--- config.mk ---
export PLATFORM = sky130hd
export DESIGN_NAME = fwd_hazard_unit
export DESIGN_NICKNAME = d
export VERILOG_FILES = /design/src/rtl/fwd_hazard_unit.sv
export SDC_FILE = /design/constraint.sdc
export NUM_CORES = 1
export LEC_CHECK = 0
export ABC_AREA = 1
export CAP_MARGIN = 20
export CORE_MARGIN = 2
export CORE_UTILIZATION = 51
export CTS_CLUSTER_DIAMETER = 30
export DETAILED_ROUTE_END_ITERATION = 12
export GPL_TIMING_DRIVEN = 0
export PLACE_DENSITY = 0.78
export REMOVE_ABC_BUFFERS = 1
export SYNTH_ARGS = -nofsm -noshare
export SYNTH_HDL_FRONTEND = slang
export SYNTH_SLANG_ARGS = --single-unit
export TNS_END_PERCENT = 10
--- constraint.sdc ---
create_clock -name clk_i -period 2.14 [get_ports clk_i]
set_input_delay 0.214 -clock clk_i [delete_from_list [all_inputs] [get_ports clk_i]]
set_output_delay 0.214 -clock clk_i [all_outputs]
set_load 0.05 [all_outputs]
--- src/rtl/fwd_hazard_unit.sv ---
// Forwarding and load-use hazard controller for a 5-stage pipeline.
// Tracks shadow copies of the EX, MEM and WB destination/control fields,
// drives the two EX operand mux selects, raises the load-use stall (with a
// bubble pushed into EX) and keeps a saturating count of stall cycles.
module fwd_hazard_unit #(
    parameter int REG_AW = 5,
    parameter int CNT_W  = 16
) (
    input  logic              clk_i,
    input  logic              rst_i,
    input  logic              id_valid_i,
    input  logic [REG_AW-1:0] id_rs_i,
    input  logic [REG_AW-1:0] id_rt_i,
    input  logic [REG_AW-1:0] id_rd_i,
    input  logic              id_regwrite_i,
    input  logic              id_memread_i,
    input  logic              id_uses_rt_i,
    input  logic              flush_i,
    output logic              stall_o,
    output logic [1:0]        fwd_a_o,
    output logic [1:0]        fwd_b_o,
    output logic              ex_bubble_o,
    output logic [CNT_W-1:0]  stall_cnt_o
);

    localparam logic [1:0] SEL_REG = 2'b00;
    localparam logic [1:0] SEL_WB  = 2'b01;
    localparam logic [1:0] SEL_MEM = 2'b10;

    // EX shadow: sources are kept so forwarding can be resolved for the EX instruction
    logic              ex_valid;
    logic              ex_regwrite;
    logic              ex_memread;
    logic [REG_AW-1:0] ex_rs;
    logic [REG_AW-1:0] ex_rt;
    logic [REG_AW-1:0] ex_rd;

    // MEM and WB shadows only need to know who they write
    logic              mem_valid;
    logic              mem_regwrite;
    logic [REG_AW-1:0] mem_rd;
    logic              wb_valid;
    logic              wb_regwrite;
    logic [REG_AW-1:0] wb_rd;

    logic              haz;
    logic              advance;
    logic              mem_hit;
    logic              wb_hit;

    // Saturating increment: hold at all-ones instead of wrapping
    function automatic logic [CNT_W-1:0] sat_inc(input logic [CNT_W-1:0] cnt);
        return (cnt == {CNT_W{1'b1}}) ? cnt : cnt + CNT_W'(1);
    endfunction

    // Newest producer wins: EX/MEM before MEM/WB; a bubble in EX never forwards
    function automatic logic [1:0] fwd_select(
        input logic              ex_live,
        input logic [REG_AW-1:0] src,
        input logic              mem_ok,
        input logic [REG_AW-1:0] mem_dst,
        input logic              wb_ok,
        input logic [REG_AW-1:0] wb_dst
    );
        logic [1:0] sel;
        sel = SEL_REG;
        if (ex_live) begin
            if (mem_ok && (mem_dst == src)) begin
                sel = SEL_MEM;
            end else if (wb_ok && (wb_dst == src)) begin
                sel = SEL_WB;
            end
        end
        return sel;
    endfunction

    // Load-use detection, stall/advance control and forwarding selects
    always_comb begin
        haz = ex_valid & ex_memread & ex_regwrite & (ex_rd != '0) &
              ((ex_rd == id_rs_i) | (id_uses_rt_i & (ex_rd == id_rt_i)));
        stall_o     = id_valid_i & ~flush_i & haz;
        advance     = id_valid_i & ~stall_o & ~flush_i;
        mem_hit     = mem_valid & mem_regwrite & (mem_rd != '0);
        wb_hit      = wb_valid & wb_regwrite & (wb_rd != '0);
        fwd_a_o     = fwd_select(ex_valid, ex_rs, mem_hit, mem_rd, wb_hit, wb_rd);
        fwd_b_o     = fwd_select(ex_valid, ex_rt, mem_hit, mem_rd, wb_hit, wb_rd);
        ex_bubble_o = ~ex_valid;
    end

    // Shadow pipeline: WB <= MEM <= EX <= ID (or a bubble when ID cannot issue)
    always_ff @(posedge clk_i) begin
        if (rst_i) begin
            ex_valid     <= 1'b0;
            ex_regwrite  <= 1'b0;
            ex_memread   <= 1'b0;
            ex_rs        <= '0;
            ex_rt        <= '0;
            ex_rd        <= '0;
            mem_valid    <= 1'b0;
            mem_regwrite <= 1'b0;
            mem_rd       <= '0;
            wb_valid     <= 1'b0;
            wb_regwrite  <= 1'b0;
            wb_rd        <= '0;
        end else begin
            wb_valid     <= mem_valid;
            wb_regwrite  <= mem_regwrite;
            wb_rd        <= mem_rd;
            mem_valid    <= ex_valid;
            mem_regwrite <= ex_regwrite;
            mem_rd       <= ex_rd;
            if (advance) begin
                ex_valid    <= 1'b1;
                ex_regwrite <= id_regwrite_i;
                ex_memread  <= id_memread_i;
                ex_rs       <= id_rs_i;
                ex_rt       <= id_rt_i;
                ex_rd       <= id_rd_i;
            end else begin
                ex_valid    <= 1'b0;
                ex_regwrite <= 1'b0;
                ex_memread  <= 1'b0;
            end
        end
    end

    // Stall cycle counter, saturating at all-ones
    always_ff @(posedge clk_i) begin
        if (rst_i) begin
            stall_cnt_o <= '0;
        end else if (stall_o) begin
            stall_cnt_o <= sat_inc(stall_cnt_o);
        end
    end

endmodule

---- Yosys cells after proc, flatten, opt, wreduce, memory -nomap -nowiden ----
Cells that the tools add are included.
word-level totals
  input bits .............................. 22
  register bits ........................... 48
  word-level logic and storage cells ...... 56
operators by class
  eq/ne operators ......................... 7
  bitwise gates (word level) .............. 19
  mux-type cells .......................... 7
  reductions and logical operators ........ 9
  add/subtract/negate cells ............... 1
operators with widths
  kind                                                              number
  5-bit == test                                                     6
  16-bit by 1-bit adder with 16-bit output (second input constant)  1
  16-bit == test (second input constant)                            1
  5-bit nonzero test                                                3
  1-bit bitwise AND                                                 13
  2-bit two-way mux                                                 4
  1-bit inverter                                                    5
  1-bit logical AND                                                 4
  1-bit two-way mux                                                 3
  2-bit AND reduction                                               1
  2-bit OR reduction                                                1
  1-bit OR                                                          1

---- Depth between registers and ports, before layout ----
  word-level depth ........................ 10
  gate-level depth with buffers ........... 11
  mapped depth without buffers ............ 11

---- Least setup slack after synthesis ----
No wires, ideal clock.
  kind .................................... flip-flop to flip-flop
  start point ............................. reg stall_cnt_o[0]
  end point ............................... reg stall_cnt_o[12]
  cell stages (with the launch flop) ...... 9
  slack ................................... 206 ps
  data arrival time ....................... 1868 ps
  clock period less this slack ............ 1934 ps
  data required time ...................... 2074 ps
  cell sequence ........................... dfxtp_1 -> ha_1 -> nand2_1 -> nor2_2 -> nand4_1 -> nand4_2 -> buf_4 -> nand2_1 -> a21oi_2
on the way
  word-level cells in the longest chain between the ends .. 3
RTL lines
  item                                                                                              RTL line  text
  from (decl)                                                                                       23        output logic [CNT_W-1:0] stall_cnt_o
  from (signal assigned)                                                                            132       stall_cnt_o <= sat_inc(stall_cnt_o);
  parallel branches: the longest is 3 deep, another holds 16-bit by 1-bit adder with 16-bit output  n/a
Several ways; the timed one is not identified.
A chain may end at the register's enable or synchronous reset.

---- Final worst setup path ----
  start point ............................. reg ex_rs[2]
  end point ............................... out fwd_a_o[1]
on the way
  word-level cells in the longest chain between the ends .. 4
RTL lines
  item                    RTL line  text
  from (decl)             34        logic [REG_AW-1:0] ex_rs;
  from (signal assigned)  116       ex_rs <= id_rs_i;
  5-bit == test           68        if (mem_ok && (mem_dst == src)) begin
  1-bit logical AND       68
  2-bit two-way mux       68
  2-bit two-way mux       67        if (ex_live) begin
  to (decl)               20        output logic [1:0] fwd_a_o,
No other way between the ends.

==> summary.txt <==
Placed design
  • Detailed Place HPWL: 4170 um
  • Pre-CTS setup slack: -0.283 ns
  • GPL Wtd Cong: 0.943
  • Cell Count Post-Placement: 458
  • Port bufs: 43

Setup path
  • R2r worst-path depth: 11
  • CP arrival: 1.86 ns
  • Critical path startpoint category: flop
  • Reg-to-Reg End: ex_rd[0]$_SDFFE_PP0P_
  • Delay-heaviest family, CP: buffers and inverters
  • Critical Setup Path Class: reg -> out
  • WP buf/inv: 1
  • Worst-path maximum fanout: 3
  • Worst path slowest cell: dlygate4sd2_1
  • Flop2flop setup slack: 0.28 ns
  • CP Data Required Time: 1.93 ns
  • Critical Path Sink Type: output port
  • FF-to-FF Start: ex_rd[1]$_SDFFE_PP0P_
  • Critical-path cell list: xnor2_1, nand3_1, nor3_1, nand2_1, nor2_1, dlygate4sd2_1
  • Delay of the slowest critical-path stage: 0.53 ns

Clock network
  • CTS root buf: clkbuf_8
  • Max clock buf depth: 2
  • Clock Pin Slew Worst Setup and Hold Paths: 0.08 ns
  • Sink Count: 48
  • H-Tree Depth: 2
  • CTS tree: done
  • Total CTS buffers: 5
  • Worst-Skew Late Latency: 0.30 ns
  • Hold-fix buffers, CTS: 0

Pwr
  • Leak: 1.22 nW
  • Peak VDD IR: 0.000355 V
  • Pwr Density: 536 nW/um^2

Timing
  • Setup slack after layout: 0.0691 ns
  • Rel. slew slack: 40.8%
  • Max-slew violations: 0
  • Period utilization: 96.8%
  • Min Tclk post-route: 2.07 ns
  • Worst-margin pin slew: 0.888 ns
  • Final Hold Fails: 0
  • Layout Skew: 0.00845 ns
  • Endpoints failing setup: 0
  • Max Clk Rate: 0.483 GHz
  • RSZ-0062 raised after global routing: false

Synth
  • Post-synth ARST share: 0%
  • FF+latch count, synth: 48
  • Distinct cells, synth: 34
  • Register area share after synthesis: 37.6%
  • Post-Synthesis Cells: 358
  • Syn Area/Cell: 7.14 um^2
  • Warnings from Yosys: 0
  • EDFF count, synth: 0
  • Synth Flop Type: dfxtp_1
  • Netlist Area Pre-Place: 2560 um^2

Min path
  • HP Start: mem_regwrite$_SDFF_PP0_
  • Hold Path End: wb_regwrite$_SDFF_PP0_
  • Hold path cells: 2
  • Worst min path class: reg -> reg

Status
  • Status: complete, no violations

Final layout
  • Share of cells above drive strength 1: 13.1%
  • Fillers: 460
  • Layout Utilization: 64.5%
  • Area Growth Syn to Fin: 20.7%
  • Finished Layout Cells: 465
  • Footprint of the multi-input gates: 1380 um^2
  • Commonest non-fill, non-tap cell in the layout: nand2_1
  • Register area: 961 um^2
  • Fin nets: 421
  • Diodes inserted: 0
  • Most frequent cells in the layout: nand2_1, dfxtp_1, nor2_1

GRT
  • Largest net degree at the start of global routing: 44
  • Vias in the first global route: 2,012
  • Grt ovf: 0
  • Number of antenna violations at the first check in global routing: 0
  • First-pass GRT wire length: 9140 um
  • GR Util All Layers: 21.6%

Run
  • Max-cap violations: 0

Drt
  • Post-route ant nets: 0
  • Pre-antenna DRT Iters: 4
  • Routed wire length: 5680 um
  • DRC Markers: 0
  • Via Count: 2,309
  • Routed length per instance: 12.2 um
  • Initial DRC count: 159
  • Drt via density: 4.97

Die
  • Initial Util: 53.4%
  • Ports: 44
  • Core area: 4790 um^2
  • Core Rows: 25
  • Die Y: 74.8 um
  • Chip width: 74.8 um
  • Full die area: 5590 um^2
==> kinds of logic (layout without fill, tap and decap cells) <==
kind of cell / count (synthesis) / count (layout) / synth area share [%]
flops: 48 / 48 / 37.6
buf+inv: 55 / 95 / 8.76
compound gates: 42 / 42 / 10.0
fa+ha+maj: 1 / 1 / 0.489
simple gates: 186 / 186 / 34.2
xor+xnor: 26 / 26 / 8.91
==> report_power, final <==
group	internal (mW)	total (mW)	switching [mW]
clock	0.223	0.507	0.285
combinational	0.0914	0.200	0.109
sequential	0.919	0.945	0.0260
==> how the worst max path moves through the flow <==
stage / start / end / slack [ns] / cells past startpoint
floorplan: stall_cnt_o[0]$_SDFFE_PP0P_ / stall_cnt_o[12]$_SDFFE_PP0P_ / 0.26 / 7
global placement: rst_i / ex_rd[1]$_SDFFE_PP0P_ / -0.42 / 4
detailed placement: id_rt_i[1] / stall_o / -0.28 / 10
CTS: mem_rd[4]$_SDFF_PP0_ / fwd_b_o[0] / 0.003 / 6
global route: ex_rs[2]$_SDFFE_PP0P_ / fwd_a_o[1] / 0.02 / 6
finish: ex_rs[2]$_SDFFE_PP0P_ / fwd_a_o[1] / 0.07 / 6
==> sequential cells by signal, summed over array words and instances (netlist names) <==
signal        count
ex_regwrite       1
ex_rd             5
mem_valid         1
mem_regwrite      1
ex_memread        1
ex_rs             5
wb_regwrite       1
wb_rd             5
stall_cnt_o      16
wb_valid          1
mem_rd            5
ex_valid          1
ex_rt             5
==> per-layer routing <==
| metal | vias to the layer above | part of all wire [%] | wire length, um | track usage, % |
|---|---|---|---|---|
| met5 | - | 0 | 0 | 0 |
| met4 | 0 | 1.4 | 81 | 6.94 |
| met3 | 9 | 5.1 | 288 | 4.55 |
| met2 | 45 | 50 | 2830 | 39.0 |
| met1 | 1042 | 44 | 2480 | 25.7 |
| li1 | 1213 | - | - | - |
==> cells in the mapped netlist, types with 4 or more instances <==
cell,n,share of area [%]
dfxtp_1,48,38
xor2_1,13,4.5
nand2_2,12,2.9
a21oi_2,10,3.4
clkbuf_1,4,0.59
nand3_1,24,4.7
o21ai_1,6,1.2
nand3b_1,5,1.5
inv_2,7,1.0
nor3_1,5,0.98
nor2_1,39,5.7
a21oi_1,20,3.9
nand2_1,83,12
xnor2_1,13,4.5
inv_1,38,5.6
==> tightest hold or removal path, cell delays in order, from the launching register on <==
cell,delay (ns)
dfxtp_1,0.32
inv_1,0.05
nor2_1,0.03
==> cell type report <==
| type | count | area share, % |
|---|---|---|
| clock buffer | 6 | 2.35 |
| timing repair buffer | 43 | 13.5 |
| clock inverter | 1 | 0.162 |
| multi-input combinational | 255 | 44.6 |
| sequential | 48 | 31.1 |
| tap | 67 | 2.72 |
| inverter | 45 | 5.47 |
==> metrics by stage <==
step / total power [mW] / TNS, ns / cell area, um^2 / hold slack, ns
CTS: 1.66 / 0 / 3090 / 0.431
global route: 1.73 / 0 / 3090 / 0.446
detailed placement: 1.16 / -0.735 / 3010 / 0.420
global placement: 1.16 / -5.31 / 3020 / 0.415
floorplan: 1.08 / 0 / 2500 / 0.276
finish: 1.65 / 0 / 3090 / 0.428
==> timing repair <==
| item | 4_1_cts | 5_1_grt |
|---|---|---|
| gates resized for setup | 11 | 3 |
| buffers inserted | 0 | 0 |
| setup endpoints to repair | 5 | 3 |
No activity file was read; power rests on OpenSTA's default activity.
